$ cat src/rtl/output_drain_pkg.sv
// output_drain_pkg: shared defaults, FSM state type and drop counter width for vector_output_drain
package output_drain_pkg;
  localparam int DEFAULT_DATA_WIDTH = 19;
  localparam int DEFAULT_VECTOR_SIZE = 6;
  localparam int DROP_COUNT_WIDTH = 16;
  typedef enum logic {IDLE, SEND} drain_state_t;
endpackage

$ cat src/rtl/output_vector_fifo.sv
// output_vector_fifo: synchronous FIFO of whole vectors with registered count driving full/empty
module output_vector_fifo #(
  parameter int WIDTH = 114,
  parameter int DEPTH = 4
) (
  input  logic                     clk,
  input  logic                     rst,
  input  logic                     i_push,
  input  logic                     i_pop,
  input  logic [WIDTH-1:0]         i_data,
  output logic [WIDTH-1:0]         o_data,
  output logic                     o_full,
  output logic                     o_empty,
  output logic [$clog2(DEPTH):0]   o_count
);
  localparam int AW = $clog2(DEPTH);
  logic [WIDTH-1:0] r_mem [DEPTH];
  logic [AW-1:0] r_wr, r_rd;
  logic [AW:0] r_cnt;
  always_ff @(posedge clk) begin
    if (rst) begin
      r_wr <= '0;
      r_rd <= '0;
      r_cnt <= '0;
    end else begin
      if (i_push) begin
        r_mem[r_wr] <= i_data;
        r_wr <= r_wr + 1'b1;
      end
      if (i_pop) r_rd <= r_rd + 1'b1;
      r_cnt <= r_cnt + {{AW{1'b0}}, i_push} - {{AW{1'b0}}, i_pop};
    end
  end
  assign o_data = r_mem[r_rd];
  assign o_full = r_cnt == (AW+1)'(DEPTH);
  assign o_empty = r_cnt == '0;
  assign o_count = r_cnt;
endmodule

$ cat src/rtl/vector_output_drain.sv
// vector_output_drain: buffers CPU out vectors and streams them element-wise; OUTPUT_DRAIN_DROP_COUNT_EN adds dropCount
module vector_output_drain
  import output_drain_pkg::*;
#(
  parameter int DATA_WIDTH = DEFAULT_DATA_WIDTH,
  parameter int VECTOR_SIZE = DEFAULT_VECTOR_SIZE,
  parameter int DEPTH = 4
) (
  input  logic                                clock,
  input  logic                                reset,
  input  logic [VECTOR_SIZE*DATA_WIDTH-1:0]   out,
  input  logic                                outFlag,
  output logic [DATA_WIDTH-1:0]               elementData,
  output logic                                elementValid,
  input  logic                                elementReady,
  output logic [$clog2(VECTOR_SIZE)-1:0]      elementIndex,
  output logic                                elementLast,
  output logic [$clog2(DEPTH):0]              fifoCount,
  output logic                                overflow
`ifdef OUTPUT_DRAIN_DROP_COUNT_EN
  ,
  output logic [DROP_COUNT_WIDTH-1:0]         dropCount
`endif
);
  localparam int IW = $clog2(VECTOR_SIZE);
  localparam int VW = VECTOR_SIZE*DATA_WIDTH;
  drain_state_t r_state;
  logic [VW-1:0] r_sh;
  logic [IW-1:0] r_idx;
  logic r_ovf;
  logic [VW-1:0] w_head;
  logic w_full, w_empty, w_xfer, w_end, w_pop, w_push, w_drop;
  assign w_xfer = r_state == SEND && elementReady;
  assign w_end = w_xfer && r_idx == IW'(VECTOR_SIZE-1);
  assign w_pop = !w_empty && (r_state == IDLE || w_end);
  // a pop frees a slot in the same edge, so a push on full is still accepted
  assign w_push = outFlag && (!w_full || w_pop);
  assign w_drop = outFlag && !w_push;
  output_vector_fifo #(.WIDTH(VW), .DEPTH(DEPTH)) u_fifo (
    .clk(clock),
    .rst(reset),
    .i_push(w_push),
    .i_pop(w_pop),
    .i_data(out),
    .o_data(w_head),
    .o_full(w_full),
    .o_empty(w_empty),
    .o_count(fifoCount)
  );
  always_ff @(posedge clock) begin
    if (reset) begin
      r_state <= IDLE;
      r_sh <= '0;
      r_idx <= '0;
      r_ovf <= 1'b0;
    end else begin
      if (w_drop) r_ovf <= 1'b1;
      if (w_pop) begin
        r_sh <= w_head;
        r_idx <= '0;
        r_state <= SEND;
      end else if (w_end) begin
        r_sh <= '0;
        r_idx <= '0;
        r_state <= IDLE;
      end else if (w_xfer) begin
        r_sh <= r_sh >> DATA_WIDTH;
        r_idx <= r_idx + 1'b1;
      end
    end
  end
`ifdef OUTPUT_DRAIN_DROP_COUNT_EN
  logic [DROP_COUNT_WIDTH-1:0] r_drop;
  always_ff @(posedge clock) begin
    if (reset) r_drop <= '0;
    else if (w_drop && r_drop != '1) r_drop <= r_drop + 1'b1;
  end
  assign dropCount = r_drop;
`endif
  assign elementValid = r_state == SEND;
  assign elementData = r_sh[DATA_WIDTH-1:0];
  assign elementIndex = r_idx;
  assign elementLast = elementValid && r_idx == IW'(VECTOR_SIZE-1);
  assign overflow = r_ovf;
endmodule

$ cat config.mk
export PLATFORM = sky130hd
export DESIGN_NAME = vector_output_drain
export DESIGN_NICKNAME = d
export VERILOG_FILES = /design/src/rtl/output_drain_pkg.sv /design/src/rtl/output_vector_fifo.sv /design/src/rtl/vector_output_drain.sv
export SDC_FILE = /design/constraint.sdc
export NUM_CORES = 1
export LEC_CHECK = 0
export CAP_MARGIN = 20
export CORE_MARGIN = 3
export CORE_UTILIZATION = 53
export DETAILED_ROUTE_END_ITERATION = 6
export GPL_TIMING_DRIVEN = 0
export PLACE_DENSITY = 0.75
export SYNTH_ARGS = -nofsm -noshare
export SYNTH_HDL_FRONTEND = slang
export SYNTH_HIERARCHICAL = 1
export SYNTH_SLANG_ARGS = --single-unit
$ cat constraint.sdc
create_clock -name clock -period 5.1 [get_ports clock]
set_input_delay 0.51 -clock clock [delete_from_list [all_inputs] [get_ports clock]]
set_output_delay 0.51 -clock clock [all_outputs]
set_load 0.005 [all_outputs]
After elaboration in Yosys (flattened, before gate mapping)
Memory sizes are Yosys's and may differ from the RTL's. A register that Yosys moved wholly into a read port is not among the register bits. Index checks and enable logic that the tools add are counted.

Output and inout port bits: 28. Memories kept: 1. Bits in writable memories: 456. Bits in latches: 0. Memory bits (read-only): 0. Word-level logic and storage cells: 41. Flip-flop bits (word level): 126.

Memories: u_fifo.r_mem (words 4, bits a word 114, rd ports 1, clocked after memory_dff 1, wr ports 1, RTL line output_vector_fifo.sv:17) `logic [WIDTH-1:0] r_mem [DEPTH];`.

Shifts and indexed selects: 0. Reduce and logical (&&, ||, !) cells: 15. $lt $le $gt $ge: 0. Bitwise gates (word level): 1. Mux-type cells: 10. Div/mod/pow operators: 0. $add $sub $neg: 5. Multiply operators: 0. Equality and inequality tests: 2.

Operator list (number): 114-bit 2-to-1 mux (3); 3-bit equality test, second input constant (2); 1-bit logical AND (6); 1-bit 2-to-1 mux (5); 2-bit by 1-bit adder with 2-bit output, second input constant (2); 2-bit 2-to-1 mux (2); 3-bit by 1-bit adder with 3-bit output (1); 3-bit by 1-bit adder with 3-bit output, second input constant (1); 1-bit zero test (3); 3-bit zero test (1); 3-bit nonzero test (1); 3-bit OR reduction (1); 3-bit by 1-bit subtractor with 3-bit output (1); 1-bit logical OR (2); 2-bit nonzero test (1); 1-bit inverter (1).

Depth between registers and ports, before layout
Gate-level depths: netlist (run 1).

Word-level depth: 9. Mapped depth: 14. Mapped depth without buffers: 11.

Modules after synthesis
Netlist (run 1), hierarchy kept.

Modules (own cells, without submodules): output_vector_fifo (area an instance 16915.0 sq um, cells an instance 640, times used 1, seq. area each 13873.3 sq um); vector_output_drain (area an instance 5684.2 sq um, cells an instance 716, times used 1, seq. area each 2382.3 sq um).

Worst setup path after synthesis (run 1)
OpenSTA, ideal clock, no wires.

Path kind: reg2reg. Start point: reg r_idx[0] (netlist: elementIndex[0]). End point: mem u_fifo.r_mem[0][0], enable pin. Library setup time: 0.487 ns. Arrival time: 4.534 ns. Period minus slack after synthesis: 5.021 ns. Path slack: 0.079 ns. Cell stages (with the launch flop): 10. Data required time: 4.613 ns. Buffers on the path: 3. Cell sequence: dfxtp_1 > ha_1 > and4b_1 > buf_4 > buf_6 > buf_2 > nor2_1 > a21boi_1 > nor2b_1 > and2_1.

Longest elaborated chain between the ends: 9.

RTL lines: start: declaration (RTL line vector_output_drain.sv:29) `logic [IW-1:0] r_idx;`; start signal: assignment (RTL line vector_output_drain.sv:68) `r_idx <= r_idx + 1'b1;`; 3-bit equality test (RTL line vector_output_drain.sv:34) `assign w_end = w_xfer && r_idx == IW'(VECTOR_SIZE-1);`; 1-bit logical AND (RTL line vector_output_drain.sv:34); 1-bit logical OR (RTL line vector_output_drain.sv:35) `assign w_pop = !w_empty && (r_state == IDLE || w_end);`; 1-bit logical AND (RTL line vector_output_drain.sv:35); 1-bit logical OR (RTL line vector_output_drain.sv:37) `assign w_push = outFlag && (!w_full || w_pop);`; 1-bit logical AND (RTL line vector_output_drain.sv:37); net w_push (RTL line vector_output_drain.sv:32) `logic w_full, w_empty, w_xfer, w_end, w_pop, w_push, w_drop;`; 1-bit 2-to-1 mux (RTL line output_vector_fifo.sv:26) `if (i_push) begin`; 1-bit 2-to-1 mux (RTL line output_vector_fifo.sv:21) `if (rst) begin`; 1-bit 2-to-1 mux (implied by the code) (RTL line output_vector_fifo.sv:27) `r_mem[r_wr] <= i_data;`; end: declaration (RTL line output_vector_fifo.sv:17).

The timed path passes the listed nets, and every way through them passes these cells.

Worst setup path in the final report (run 1)
Start point: reg u_fifo.r_cnt[1] (netlist: u_fifo/o_count[1]). End point: reg u_fifo.r_cnt[2] (netlist: u_fifo/o_count[2]).

Longest elaborated chain between the ends: 7. Elaborated cells on any way between the ends: 9. Classes of those cells: add/sub: 2; eq/ne: 1; reduce/logical: 6.

RTL lines: start: declaration (RTL line output_vector_fifo.sv:19) `logic [AW:0] r_cnt;`; start signal: assignment (RTL line output_vector_fifo.sv:31) `r_cnt <= r_cnt + {{AW{1'b0}}, i_push} - {{AW{1'b0}}, i_pop};`; 3-bit zero test * (RTL line output_vector_fifo.sv:36) `assign o_empty = r_cnt == '0;`; net w_empty (RTL line vector_output_drain.sv:32); 1-bit zero test * (RTL line vector_output_drain.sv:35); 1-bit logical AND * (RTL line vector_output_drain.sv:35); net w_pop (RTL line vector_output_drain.sv:32); 1-bit logical OR (RTL line vector_output_drain.sv:37); 1-bit logical AND (RTL line vector_output_drain.sv:37); 3-bit by 1-bit adder with 3-bit output (RTL line output_vector_fifo.sv:31); 3-bit by 1-bit subtractor with 3-bit output * (RTL line output_vector_fifo.sv:31).

Mark *: on every way through the listed nets, which the timed path passes. The rest lies on a longest branch. A chain may end at the register's enable or synchronous reset.

==> metrics.cfg, run 1 <==
[status]
status = complete, no violations

[clocking]
clk_pin_slew_ps = 60
cts_max_level = 2
post-cts-setup-buffers = 0
cts_root_buf = clkbuf_16
insertion_delay_ps = 600
cts_buffer_depth = 3
ctsHoldBuffers = 0
clock_sinks = 584
cts.repair.resized = 0
cts_tree = built
numCtsBuffers = 55

[floorplanning]
start_util_pct = 53.76
die_x_um = 212.5
core_area_mm2 = 0.04204
dieArea_mm2 = 0.04515
die_y_um = 212.5
num_rows = 75
ios = 146

[worst_setup_path]
worst_r2r_path_depth = 13
critPathLaunchType = flip-flop
cp.arrival_ps = 4550
endpoint_kind = flip-flop
worst-setup-path-type = flip-flop to flip-flop
cp_max_fo = 10
critical_path_required_ps = 5570
r2r-start = u_fifo/o_count[1]
reg2reg_slack_ps = 1020
worstReg2RegEnd = u_fifo/o_count[2]

[final_layout]
syn_to_final_growth_pct = 17.91
n_fill_cell = 3016
fin_util_pct = 63.38
final_nets = 1692
fin_cells = 2149
fin_area_mm2 = 0.02665
antenna_cells = 0
drive_above_1_share_pct = 17.08

[global_route]
grt_usage_pct = 22.44
grt_max_degree = 51
grt_pass1_vias = 12950
grt_pass1_wl_um = 75750
antenna_found_initial = 0
grt_remaining_overflow = 0

[timing]
fmax_mhz = 245.0
clock_skew_ps = 14.93
rsz0062_at_grt = no
drv_slew = 0
timing.final.ws_setup_ps = 1019
tightest_slew_ps = 1059
min_period_over_period_pct = 80.03
hold_violations = 0
finalCriticalPeriod_ps = 4081
slew_headroom_pct = 28.84
setup_viol = 0

[power_and_ir_drop]
powerDensity_mw_per_mm2 = 521.3
power.leakage_uw = 0.008428
peakVddDrop_mv = 0.3751
report.power.total_uw = 13890

[synth]
yosys.area.top_type = edfxtp_1
yosysTopAreaCellShare_pct = 60.59
synth_fp_nets = 1483
ys.warnings.count = 6
synth_cells = 1356
ys_ff_latch = 584
syn_area_mm2 = 0.02260
avgSynthCellArea_um2 = 16.67
synth.distinct_cells = 39
yosysSeqAreaShare_pct = 71.93
synth_area_leaders = edfxtp_1 (61%), mux4_2 (11%), dfxtp_1 (11%), a311oi_1 (2.9%), o21ai_0 (2.7%)

[placement]
pre_cts_slack_ps = 828.1
routabilityCongestion = 0.8582
io_buffers = 144
place_area_mm2 = 0.02493
dp_hpwl_um = 33810
placedCellCount = 2047

[route]
ant_nets = 0
routed-via-count = 12850
vias_per_cell = 5.981
m1WireLength_um = 20380
wl_per_cell_um = 23.34
drc = 0
dr.pass1.iters = 5
drt_iter0_drc = 1027
route.top_layer_used = met4
wl_met2_um = 25300
wl_um = 50160
wl_met3_um = 2978

[hold_path]
worstHoldStart = reset
min_path_type = input pin to flip-flop
min_to = u_fifo/o_count[2]
holdPathStages = 2

[run]
drv_cap = 0

==> final cells by class <==
cell class | instances | area [um2] | area share (%)
tap | 539 | 674.4 | 2.531
clock buffer | 86 | 1585 | 5.949
multi-input combinational | 627 | 5569 | 20.90
sequential | 584 | 16260 | 61.00
clock inverter | 16 | 131.4 | 0.4930
timing repair buffer | 152 | 1647 | 6.179
inverter | 9 | 33.78 | 0.1268
buffer | 136 | 750.7 | 2.817
==> worst max-delay path by stage <==
stage / start / end / slack [ps]
after global placement: elementReady / u_fifo/r_mem[0][43] / -2950
final: u_fifo/o_count[1] / u_fifo/o_count[2] / 1020
after detailed placement: elementReady / u_fifo/r_mem[0][53] / 830
after floorplan: elementIndex[0] / u_fifo/r_mem[0][0] / 80
after global routing: u_fifo/o_count[1] / u_fifo/o_count[2] / 930
after CTS: u_fifo/o_count[1] / u_fifo/o_count[2] / 1010
==> cells in the mapped netlist (all sizes together) <==
library cell  count
edfxtp          456
o21ai           134
dfxtp           128
mux4            114
nor3             96
nand2            82
a311oi           76
clkbuf           70
buf              66
a21oi            26
a21boi           20
nand3            20
a211oi           19
inv               9
ha                8
nor2              8
and2              5
nor2b             3
and3              2
nand3b            2
xnor2             2
a211o             1
a21bo             1
a2bb2oi           1
and4b             1
fa                1
mux2i             1
nand2b            1
nand4b            1
or2               1
xor3              1
==> critical path, stage by stage (launching register included) <==
cell,delay (ps)
dfxtp_1,350
nor3_1,870
and4b_1,290
buf_4,190
buf_6,170
buf_2,190
nor2_1,360
inv_1,200
ha_1,320
inv_1,40
ha_1,190
fa_1,380
xor3_1,370
nor2_1,40
==> kinds of logic after synthesis <==
family	after synthesis	share of synthesized area, %
mux	115	11.41
xor+xnor	3	0.1827
simple gates	222	4.546
fa+ha+maj	9	0.5315
compound gates	278	7.934
buf+inv	145	3.471
flops	584	71.93
==> sequential cells by signal (all words and copies together) (netlist names), named ones only <==
| name | count |
|---|---|
| overflow | 1 |
| elementIndex | 3 |
| u_fifo/r_mem | 456 |
| r_sh | 114 |
| elementValid | 1 |
| u_fifo/o_count | 3 |
| u_fifo/r_rd | 2 |
| u_fifo/r_wr | 2 |
==> routing by layer <==
| metal | vias to the layer above | GRT usage, % |
|---|---|---|
| met4 | 0 | 7.112 |
| met5 | - | 0 |
| met1 | 6497 | 30.34 |
| met2 | 430 | 37.57 |
| met3 | 93 | 4.058 |
| li1 | 5834 | - |
==> per-stage QoR <==
stage | hold WS, ps | TNS (ps)
6_report | 286.2 | 0
5_1_grt | 286.6 | 0
4_1_cts | 251.0 | 0
3_5_place_dp | 460.2 | 0
3_3_place_gp | 460.1 | -1327480
2_1_floorplan | 442.1 | 0
==> cell usage in the layout, fill, tap and decap left out, types with 4 or more instances in the layout <==
master / instances
o21ai_0: 123
nor2_1: 8
inv_1: 9
a311oi_1: 76
buf_16: 6
edfxtp_1: 456
nand2_1: 82
clkbuf_8: 5
a21oi_1: 26
o21ai_1: 11
a21boi_0: 19
mux4_2: 114
clkbuf_16: 57
dfxtp_1: 128
buf_2: 29
nor3_1: 96
ha_1: 8
and2_4: 4
clkinv_2: 9
nand3_1: 20
clkbuf_1: 85
a211oi_1: 19
clkbuf_2: 9
buf_8: 6
clkdlybuf4s50_1: 144
buf_4: 25
==> power by group <==
group / internal [uW] / switching, uW
sequential: 5820 / 353
combinational: 1700 / 2140
clock: 2230 / 1660
total: 9740 / 4150
(Power assumes the default switching activity.)
==> run 2: changes to the inputs <==
- CORE_UTILIZATION: 53 -> 59
- PLACE_DENSITY: 0.75 -> 0.8
- clock period: 5.1 -> 4.25 ns (I/O delays scaled with it)
==> run 2 against run 1 <==
  * Critical path type unchanged
  * Critical path depth decreased by 2
  * Largest cell class unchanged
  * Register-to-register slack lost 750 ps
  * Non-clock buffer count unchanged
  * Via count rose by 0.79%
  * First-iteration DRC count increased by 15%
==> metrics.cfg, run 2 (synthesis gave the netlist of run 1 again) <==
[status]
status = complete, no violations

[final_layout]
final_cell_mix = edfxtp_1 (456), clkdlybuf4s50_1 (144), dfxtp_1 (128)
n_fill_cell = 2416
seq_area_mm2 = 0.01626
fin_area_mm2 = 0.02673
final_nets = 1696
drive_above_1_share_pct = 17.78
max_flop_register = u_fifo/r_mem
multi_input_area_mm2 = 0.005607
syn_to_final_growth_pct = 18.26
final_common_cell = edfxtp_1
largest_reg_flops = 456
top_regs = u_fifo/r_mem (456), r_sh (114)

[global_route]
antenna_found_initial = 2
grt_pass1_wl_um = 75990
grt_pass1_vias = 13000
grt_remaining_overflow = 0
grt_max_degree = 47
grt_usage_pct = 24.64

[route]
drc = 0
wl_per_cell_um = 23.86
routed-via-count = 12960
drt_iter0_drc = 1183
dr.pass1.iters = 5
vias_per_cell = 6.094
ant_nets = 0
wl_um = 50720

[clocking]
ctsHoldBuffers = 0
cts_buffer_depth = 3
cts_max_level = 2
clk_pin_slew_ps = 60
numCtsBuffers = 55
insertion_delay_ps = 610
clock_sinks = 584
cts.repair.resized = 0
cts_root_buf = clkbuf_16
cts_tree = built
post-cts-setup-buffers = 0

[worst_setup_path]
critPathMaxStageDelay_ps = 430
r2r-start = elementIndex[0]
cp_common_cell = buf_16
worst-setup-path-type = flip-flop to flip-flop
cpLargestDelayFamily = buffers and inverters
endpoint_kind = flip-flop
critical_path_required_ps = 4510
path_buf_inv = 5
critPathLaunchType = flip-flop
critical_path.cell_chain = ha_1, and4b_1, buf_4, buf_6, buf_2, nor2_1, a21boi_1, nor2b_4, and2_4, buf_16, buf_16
cp_max_fo = 46
worst_r2r_path_depth = 11
reg2reg_slack_ps = 270
cp.arrival_ps = 4240
slowest_stage = a21boi_1
crit_cells = 11
worstReg2RegEnd = u_fifo/r_mem[3][45]

[floorplanning]
core_area_mm2 = 0.03767
num_rows = 71
die_x_um = 201.7
ios = 146
die_y_um = 201.7
start_util_pct = 60.00
dieArea_mm2 = 0.04069

[timing]
finalCriticalPeriod_ps = 3982
rsz0062_at_grt = no
setup_viol = 0
fmax_mhz = 251.1
tightest_slew_ps = 954.1
hold_violations = 0
slew_headroom_pct = 35.90
drv_slew = 0
clock_skew_ps = 20.66
holdWs_ps = 226.3
min_period_over_period_pct = 93.70

[power_and_ir_drop]
peakVddDrop_mv = 0.3813
power.leakage_uw = 0.008493
powerDensity_mw_per_mm2 = 629.1

[hold_path]
min_path_type = input pin to flip-flop
min_to = u_fifo/r_rd[0]
worstHoldStart = reset
holdPathStages = 2

[placement]
io_buffers = 144
dp_hpwl_um = 33320
place_area_mm2 = 0.02491
routabilityCongestion = 0.8956

[run]
drv_cap = 0

==> run 2: worst register-to-register path: cells and delay by family, from the launching register on <==
| kind | cells | cell delay [ps] |
|---|---|---|
| buffers and inverters | 5 | 1210 |
| and+or+nand+nor | 4 | 1160 |
| AOI/OAI and AO/OA | 1 | 430 |
| DFF | 1 | 420 |
| adders and majority gates | 1 | 370 |
==> run 2: worst max-delay path by stage <==
stage / slack, ps / start / to
floorplan: 500 / elementIndex[0] / u_fifo/r_mem[0][0]
global placement: -1280 / elementReady / u_fifo/r_mem[0][34]
detailed placement: -70 / elementReady / u_fifo/r_mem[1][26]
CTS: 170 / elementIndex[0] / u_fifo/r_mem[1][45]
global route: 50 / elementIndex[0] / u_fifo/r_mem[1][40]
finish: 270 / elementIndex[0] / u_fifo/r_mem[3][45]
==> run 2: final cells by class <==
cell class                      instances  area share, %
Clock buffer                           84          6.213
Antenna cell                            1       0.009363
Multi-Input combinational cell        631          20.98
Timing Repair Buffer                  152          6.217
Buffer                                136          2.809
Tap cell                              511          2.392
Inverter                                9         0.1264
Sequential cell                       584          60.82
Clock inverter                         18         0.4307
==> run 2: metrics by stage <==
| step | power, uW | setup slack (ps) | utilization (%) | setup TNS (ps) | instances |
|---|---|---|---|---|---|
| finish | 16810 | 267.6 | 70.95 | 0 | 2126 |
| global route | 17540 | 54.67 | 70.95 | 0 | 2126 |
| CTS | 16840 | 166.1 | 70.85 | 0 | 2121 |
| detailed placement | 12080 | -70.93 | 66.13 | -4952 | 2019 |
| global placement | 11910 | -1278 | 65.54 | -572810 | 2011 |
| floorplan | 10460 | 501.2 | - | 0 | 1356 |
==> run 2: power breakdown <==
| part | internal (uW) | switching, uW |
|---|---|---|
| Sequential | 6980 | 433 |
| Combinational | 2050 | 2570 |
| Clock | 2750 | 2030 |
| Total | 11800 | 5030 |
==> run 2: layer usage <==
layer / GRT usage (%) / routed length (um)
met2: 42.22 / 26180
met3: 4.498 / 3288
met5: 0 / 11
met4: 7.675 / 1275
met1: 32.59 / 19960
==> run 3: changes to the inputs <==
- GPL_ROUTABILITY_DRIVEN: default -> 0
- SLEW_MARGIN: default -> 30
==> run 3 against run 2 <==
  * Wire length is 0.32% higher
  * Worst hold slack got worse by 23 ps
  * Sequential power barely moved
  * Critical endpoint is now u_fifo/r_mem[0][5]
  * Clock skew decreased by 8.1 ps
==> metrics.cfg, run 3 (synthesis gave the netlist of run 1 again) <==
[placement]
io_buffers = 144
place_area_mm2 = 0.02493
placedCellCount = 2022
dp_hpwl_um = 34240

[route]
ant_nets = 0
wl_per_cell_um = 23.93
vias_per_cell = 6.217
routed-via-count = 13220
drc = 0
wl_um = 50880
drt_iter0_drc = 1186
dr.pass1.iters = 5

[floorplanning]
core_area_mm2 = 0.03767
die_y_um = 201.7
num_rows = 71
ios = 146
die_x_um = 201.7
start_util_pct = 60.00
dieArea_mm2 = 0.04069

[timing]
slew_headroom_pct = 34.04
finalCriticalPeriod_ps = 4020
fmax_mhz = 248.8
setup_viol = 0
drv_slew = 0
tightest_slew_ps = 981.9
hold_violations = 0
rsz0062_at_grt = no
min_period_over_period_pct = 94.58
clock_skew_ps = 12.55

[global_route]
grt_remaining_overflow = 0
antenna_found_initial = 0
grt_pass1_wl_um = 77800
grt_pass1_vias = 13400
busiest_layer = met2
grtUsageMet1_pct = 33.24
grt_max_degree = 42
gr-usage-met3_pct = 4.287
grt_use_met2_pct = 42.17
grt_usage_pct = 25.17

[worst_setup_path]
worst-setup-path-type = flip-flop to flip-flop
critPathMaxStageDelay_ps = 490
critical_path_required_ps = 4530
cpLargestDelayFamily = simple AND/OR/NAND/NOR gates
cp_max_fo = 38
slowest_stage = and2_4
critPathLaunchType = flip-flop
endpoint_kind = flip-flop
cp.arrival_ps = 4300
critical_path.cell_chain = ha_1, and4b_1, buf_4, buf_6, buf_2, nor2_1, a21boi_1, nor2b_1, and2_4, buf_16, buf_12
path_buf_inv = 5

[clocking]
post-cts-setup-buffers = 0
insertion_delay_ps = 600
cts.repair.resized = 0
cts_root_buf = clkbuf_16
clk_pin_slew_ps = 60
cts_max_level = 2
ctsHoldBuffers = 0
cts_buffer_depth = 3
cts_tree = built
numCtsBuffers = 56
clock_sinks = 584

[final_layout]
syn_to_final_growth_pct = 18.05
top_regs = u_fifo/r_mem (456), r_sh (114)
final_common_cell = edfxtp_1
max_flop_register = u_fifo/r_mem
fin_area_mm2 = 0.02668
largest_reg_flops = 456
drive_above_1_share_pct = 17.03
final_nets = 1697
fin_cells = 2126
antenna_cells = 0
fin_util_pct = 70.83
final_cell_mix = edfxtp_1 (456), clkdlybuf4s50_1 (144), dfxtp_1 (128)

[hold_path]
min_path_type = input pin to flip-flop

[power_and_ir_drop]
powerDensity_mw_per_mm2 = 629.5
swShare_pct = 29.96
netSwitchingPower_uw = 5033
power.leakage_uw = 0.008453
peakVddDrop_mv = 0.3934
p_int_uw = 11760
pwr-share-comb_pct = 27.7
p_clk_share_pct = 28.1
p_seq_share_pct = 44.2

[status]
status = complete, no violations

[run]
drv_cap = 0

run 3: cell count changes in the layout (fill, tap and decap cells not counted), sizes merged:
cell	before	now
and2	9	6
buf	74	77
clkinv	15	12
bufinv	1	3
clkbuf	154	156
clkinvlp	2	1
diode	1	0
inv	9	10
run 3: final cells by class:
| type | instances | area (um2) |
|---|---|---|
| clock buffers | 86 | 1585 |
| flip-flops and latches | 584 | 16260 |
| well taps | 511 | 639.4 |
| clock inverters | 17 | 153.9 |
| multi-input cells | 628 | 5577 |
| inverters | 9 | 33.78 |
| fillers | 2408 | 10990 |
| plain buffers | 136 | 750.7 |
| repair buffers | 155 | 1684 |
run 3: path summary, 6_finish.rpt:
check	from	to	slack [ps]	cells past startpoint
setup reg to reg	elementIndex[0]	u_fifo/r_mem[0][5]	230	11
setup / recovery	elementIndex[0]	u_fifo/r_mem[0][5]	230	11
hold / removal	reset	u_fifo/r_wr[0]	200	2
hold reg to reg	r_sh[105]	r_sh[105]	470	2
run 3: per-layer routing:
metal  vias to the layer above  wire (um)
met5                         -          0
met4                         0       2154
met3                       131       3817
met2                       615      25620
met1                      6632      19290
li1                       5840          -
run 3: worst reg2reg max path, stage by stage (launching register included):
cell	delay [ps]
dfxtp_1	420
ha_1	330
and4b_1	230
buf_4	210
buf_6	190
buf_2	220
nor2_1	130
a21boi_1	440
nor2b_1	430
and2_4	490
buf_16	300
buf_12	290
run 3: power groups by stage:
stage	Sequential [uW]	Clock [uW]	Combinational (uW)
2_1_floorplan	7350	0	3110
6_report	7420	4730	4650
3_5_place_dp	7510	0	4570
5_1_grt	7480	5020	5040
3_3_place_gp	7500	0	4400
4_1_cts	7400	4800	4620
run 3: stage by stage:
step / setup TNS (ps) / power [uW] / setup WS (ps) / hold slack, ps
after floorplan: 0 / 10460 / 501.2 / 442.1
after global placement: -568580 / 11890 / -1265 / 458.4
after detailed placement: -2070 / 12070 / -62.99 / 464.7
after CTS: 0 / 16830 / 224.5 / 168.1
after global routing: 0 / 17530 / 11.70 / 218.7
final: 0 / 16800 / 230.3 / 203.6
==> RTL edit 1, RTL diff (config.mk and constraints of run 1) <==
Register the output `fifoCount`, with the module's reset; this adds one clock of latency there. The other outputs are not delayed to match.
--- a/src/rtl/vector_output_drain.sv
+++ b/src/rtl/vector_output_drain.sv
@@ -25,4 +25,6 @@
   localparam int IW = $clog2(VECTOR_SIZE);
   localparam int VW = VECTOR_SIZE*DATA_WIDTH;
+
+  logic [$clog2(DEPTH):0] fifoCount_d;
   drain_state_t r_state;
   logic [VW-1:0] r_sh;
@@ -46,5 +48,5 @@
     .o_full(w_full),
     .o_empty(w_empty),
-    .o_count(fifoCount)
+    .o_count(fifoCount_d)
   );
   always_ff @(posedge clock) begin
@@ -83,4 +85,12 @@
   assign elementLast = elementValid && r_idx == IW'(VECTOR_SIZE-1);
   assign overflow = r_ovf;
+  always_ff @(posedge clock) begin
+    if (reset) begin
+      fifoCount <= '0;
+    end else begin
+      fifoCount <= fifoCount_d;
+    end
+  end
+
 endmodule
 
Function: changed (Yosys sat finds a counterexample within 4 cycles, from zero or initial values and one cycle with reset high).
==> RTL edit 1 against run 1 <==
  * Sequential power grew 0.6%
  * Clock skew grew 0.012 ns
  * Design area up 0.34%
  * Area after synthesis increased by 0.35%
  * Critical path type unchanged
  * Wire length is 1.1% lower
  * Highest routed layer is now met5
  * Sequential share of layout area is essentially flat
  * Final cell count grew 0.42%
  * Worst setup slack better by 0.31 ns
  * Total power increased by 0.13%
  * Sequential cell count rose by 3
==> RTL edit 1: results (changes against run 1) <==
### Route
* highest metal layer with signal wires: met5
* vias: 12900, +0.43%
* DR WL/cell: 23.0 um, -1.6%
* met2 routed wirelength: 24.6 mm, -2.8%
* DRT met1 WL: 19.9 mm, -2.3%
* Met3 Wirelength: 3.28 mm, +10%
* length of the first detailed-routing pass in iterations: 6, +1
* Iteration-0 DRC Markers: 903, -12%

### Logic synthesis
* cell types with the largest area share after synthesis: sky130_fd_sc_hd__edfxtp_1, sky130_fd_sc_hd__dfxtp_1, sky130_fd_sc_hd__mux4_2, sky130_fd_sc_hd__a311oi_1, sky130_fd_sc_hd__o21ai_0
* syn nets: 1489, +0.40%
* top post-synthesis cells by count: sky130_fd_sc_hd__edfxtp_1, sky130_fd_sc_hd__dfxtp_1, sky130_fd_sc_hd__o21ai_0
* sequential fraction of the synthesis area: 71.9%, about the same

### Finish
* # fillers: 2985, -1.0%
* fraction of layout cells with a size suffix above 1: 17.1%, +0.029 points
* post-route non-filler standard cell count: 2158, +0.42%

### Outcome
* run status: completed

### GRT
* GR Layer Usage met3: 4.50%, +0.44 points
* met1 Resource Use GR: 29.7%, -0.68 points
* antenna violations before repair: 1, +1
* GRT met2 Usage: 36.5%, -1.1 points
* global router's overall resource usage: 22.1%, -0.33 points
* pin count of the biggest net entering global routing: 59, +16%

### Placement
* placed standard-cell area: 25000 sq um, +0.33%
* Routability Congestion: 0.893, +4.1%
* IO buf count: 145, +0.69%
* worst setup slack before clock tree synthesis: 1.04 ns, +0.214 ns

### Power
* leakage component of the power: 0.00848 uW, +0.58%

### Clock network
* number of levels the H-tree was split into: 2, unchanged
* number of buffers created by CTS: 57, +3.6%

### Critical path
* Slowest Stage Delay on Critical Path: 0.72 ns, -0.15 ns
* highest fanout seen on the critical path: 10, unchanged
* cell class contributing the biggest share of worst-path delay: simple AND/OR/NAND/NOR gates
* Worst EP arrival: 4.24 ns, -0.31 ns

### Timing
* Max Clock Skew: 0.0265 ns, +0.0116 ns
* Tightest Pin Transition: 0.848 ns, -0.211 ns

-- RTL edit 1: changes by cell type after synthesis, sizes merged --
cell   before  now
dfxtp     128  131
nor2b       3    6
-- RTL edit 1: where the power goes --
| group | leakage (uW) | internal (uW) | switching [uW] |
|---|---|---|---|
| Combinational | 0.00241 | 1700 | 2110 |
| Sequential | 0.00522 | 5850 | 365 |
| Clock | 0.000849 | 2190 | 1700 |
-- RTL edit 1: worst paths after layout --
| check | startpoint | end | slack [ns] | cells after the start |
|---|---|---|---|---|
| hold / removal | r_sh[105]$_SDFFE_PP0P_ | r_sh[105]$_SDFFE_PP0P_ | 0.47 | 2 |
| setup / recovery | u_fifo/o_count[1]$_SDFF_PP0_ | u_fifo/o_count[2]$_SDFF_PP0_ | 1.33 | 13 |
| hold reg to reg | r_sh[105]$_SDFFE_PP0P_ | r_sh[105]$_SDFFE_PP0P_ | 0.47 | 2 |
| setup reg to reg | u_fifo/o_count[1]$_SDFF_PP0_ | u_fifo/o_count[2]$_SDFF_PP0_ | 1.33 | 13 |
-- RTL edit 1: kinds of logic after synthesis --
logic type	after synthesis	synth area share, %
and+or+nand+nor	225	4.61
buffers and inverters	145	3.46
muxes	115	11.4
adders and majority gates	9	0.530
DFF	587	71.9
xor gates and xnor gates	3	0.182
AOI/OAI and AO/OA	278	7.91
-- RTL edit 1: final cells by class --
type	count	area [sq um]	share of cell area, %
flip-flops and latches	587	16300	61.0
multi-input cells	630	5590	20.9
repair buffers	153	1650	6.17
clock buffers	82	1610	6.03
plain buffers	136	752	2.81
well taps	539	674	2.52
clock inverters	22	114	0.426
inverters	9	33.8	0.126
==> RTL edit 2, RTL diff (settings of run 1) <==
Made on the original files. The option `OUTPUT_DRAIN_DROP_COUNT_EN` is turned on by a define.
--- a/src/rtl/vector_output_drain.sv
+++ b/src/rtl/vector_output_drain.sv
@@ -1,3 +1,5 @@
 // vector_output_drain: buffers CPU out vectors and streams them element-wise; OUTPUT_DRAIN_DROP_COUNT_EN adds dropCount
+`define OUTPUT_DRAIN_DROP_COUNT_EN
+
 module vector_output_drain
   import output_drain_pkg::*;
Check against the original RTL (old outputs only; new: dropCount): same outputs for any inputs over 4 cycles, from zero or initial values and one cycle with reset high; that may be too few to reach the edited logic, so the function may still have changed.
==> RTL edit 2 against run 1 <==
  * Total power grew 2.9%
  * Design area grew 0.89%
  * Final cell count fell by 2.7%
  * Sequential power up 2%
  * Sequential share of layout area increased by 0.65 points
  * Worst setup slack worse by 0.31 ns
  * Wire length is 0.68% higher
  * Synthesized cell count shrank 5.5%
  * Count of clock-buffer cells in the layout increased by 5
  * Die area decreased by 0.15%
  * Sequential cell count grew 16
  * Via count shrank 0.77%
  * Area after synthesis fell by 0.16%
  * Clock power rose by 5.4%
  * Critical endpoint is now u_fifo/r_mem[2][20]$_DFFE_PP_
  * Largest power group unchanged
==> RTL edit 2: results (changes against run 1) <==
### Power
* worst vdd rail ir drop: 0.334 mV, -11%
* leakage component of the power: 0.00877 uW, +4.1%

### Critical path
* Reg2Reg Launch Point: elementIndex[0]$_SDFFE_PP0P_
* Slowest Stage Delay on Critical Path: 0.78 ns, -0.09 ns
* highest fanout seen on the critical path: 49, +39
* Worst EP arrival: 4.65 ns, +0.10 ns
* internal reg-to-reg setup slack: 0.71 ns, -0.31 ns
* standard cell with the maximum stage delay on the critical path: sky130_fd_sc_hd__a21oi_1
* worst-case reg-to-reg path depth: 10, -3
* cell class contributing the biggest share of worst-path delay: buffers and inverters
* reg2reg end: u_fifo/r_mem[2][20]$_DFFE_PP_

### Timing
* Tightest Pin Transition: 0.954 ns, -0.106 ns
* Max Clock Skew: 0.0178 ns, +0.00287 ns
* final-layout worst hold slack: 0.216 ns, -0.0707 ns

### Finish
* final net count: 1636, -3.3%
* Top reg by flops: u_fifo/r_mem
* number of flip-flops in the largest register: 456, unchanged
* fraction of layout cells with a size suffix above 1: 16.9%, -0.20 points

### GRT
* wire length of the first global-routing pass: 76.3 mm, +0.69%
* antenna violations before repair: 6, +6
* global router's overall resource usage: 22.6%, +0.14 points
* pin count of the biggest net entering global routing: 55, +7.8%
* number of global-route vias before repair: 12900, -0.66%

### Outcome
* run status: completed

### Logic synthesis
* sequential fraction of the synthesis area: 73.5%, +1.5 points
* number of distinct library cells after synthesis: 54, +38%
* number of warnings reported in the yosys synthesis log: 6, unchanged
* top post-synthesis cells by count: sky130_fd_sc_hd__edfxtp_1, sky130_fd_sc_hd__dfxtp_1, sky130_fd_sc_hd__nor2_1
* syn nets: 1409, -5.0%
* cell types with the largest area share after synthesis: sky130_fd_sc_hd__edfxtp_1, sky130_fd_sc_hd__dfxtp_1, sky130_fd_sc_hd__mux4_2, sky130_fd_sc_hd__a221oi_1, sky130_fd_sc_hd__nor2_1

### Route
* via-per-instance ratio: 6.10, +1.9%
* Iteration-0 DRC Markers: 1252, +22%
* length of the first detailed-routing pass in iterations: 5, unchanged
* DR WL/cell: 24.1 um, +3.4%

### Clock network
* number of levels the H-tree was split into: 2, unchanged
* clock edge transition at the registers on the reported setup and hold paths: 0.06 ns, about the same
* source-to-sink clock delay at the later pin of the worst-skew pair: 0.61 ns
* maximum buffer depth of the clock tree: 3, unchanged
* root cell of the clock tree: sky130_fd_sc_hd__clkbuf_16
* Post-CTS Resized: 0, unchanged
* number of buffers created by CTS: 58, +5.5%

### Placement
* detailed placement HPWL: 33.3 mm, -1.5%
* worst setup slack before clock tree synthesis: 0.681 ns, -0.147 ns
* IO buf count: 159, +10%
* Routability Congestion: 0.856, -0.21%
* placed standard-cell area: 25100 sq um, +0.49%

### Hold path
* end point of the most critical hold path: elementIndex[1]$_SDFFE_PP0P_
* number of instances on the worst hold path: 2, unchanged
* hold crit path type: in2reg
* Worst Hold Launch: elementReady

## RTL edit 2: cell types whose count changed after synthesis, sizes merged, moves of 16 or more
cell / delta
a22oi: +19
o21ai: -130
nand2: -75
a21oi: -17
a221oi: +95
dfxtp: +16
a211oi: -17
a311oi: -74
a21boi: -20
nor2: +130
## RTL edit 2: kinds of logic after synthesis
logic type               share of synthesized area [%]
adder cells (fa/ha/maj)                          0.588
flip-flops                                        73.5
AND/OR/NAND/NOR                                   5.72
AO/OA/AOI/OAI                                     5.22
multiplexers                                      11.6
XOR/XNOR                                         0.532
buffers and inverters                             2.86
## RTL edit 2: area by class of cell
type / instances / area, sq um
diodes: 2 / 5.00
repair buffers: 167 / 1810
clock inverters: 19 / 181
flip-flops and latches: 600 / 16600
multi-input cells: 562 / 5350
clock buffers: 91 / 1650
inverters: 12 / 45.0
fillers: 2792 / 14600
well taps: 532 / 666
plain buffers: 107 / 599
## RTL edit 2: through the flow
step | utilization (%) | power [uW] | cells
5_1_grt | 64.8 | 14900 | 2092
3_3_place_gp | 59.9 | 10100 | 1972
6_report | 64.8 | 14300 | 2092
2_1_floorplan | - | 8850 | 1281
3_5_place_dp | 60.4 | 10300 | 1980
4_1_cts | 64.8 | 14400 | 2090
## RTL edit 2: power breakdown
group          switching (uW)  total, uW  internal [uW]
clock network            1730       4100           2360
logic                    2170       3880           1710
registers                 379       6320           5940
total                    4280      14300          10000
## RTL edit 2: routing by layer
layer / global-route usage, % / vias to the layer above / wire length [um]
li1: - / 5600 / -
met1: 31.8 / 6563 / 20200
met2: 36.9 / 505 / 25200
met3: 4.59 / 79 / 3970
met4: 5.69 / 8 / 1030
met5: 0 / - / 60
## RTL edit 2: how the worst max path moves through the flow
stage,slack (ns),to,cells after the start
after global routing,0.50,u_fifo/r_mem[2][2]$_DFFE_PP_,10
after detailed placement,0.68,u_fifo/r_mem[2][98]$_DFFE_PP_,10
after CTS,0.73,u_fifo/r_mem[2][2]$_DFFE_PP_,10
after global placement,-0.65,u_fifo/r_mem[1][99]$_DFFE_PP_,8
final,0.71,u_fifo/r_mem[2][20]$_DFFE_PP_,10
after floorplan,1.23,u_fifo/r_mem[0][0]$_DFFE_PP_,8
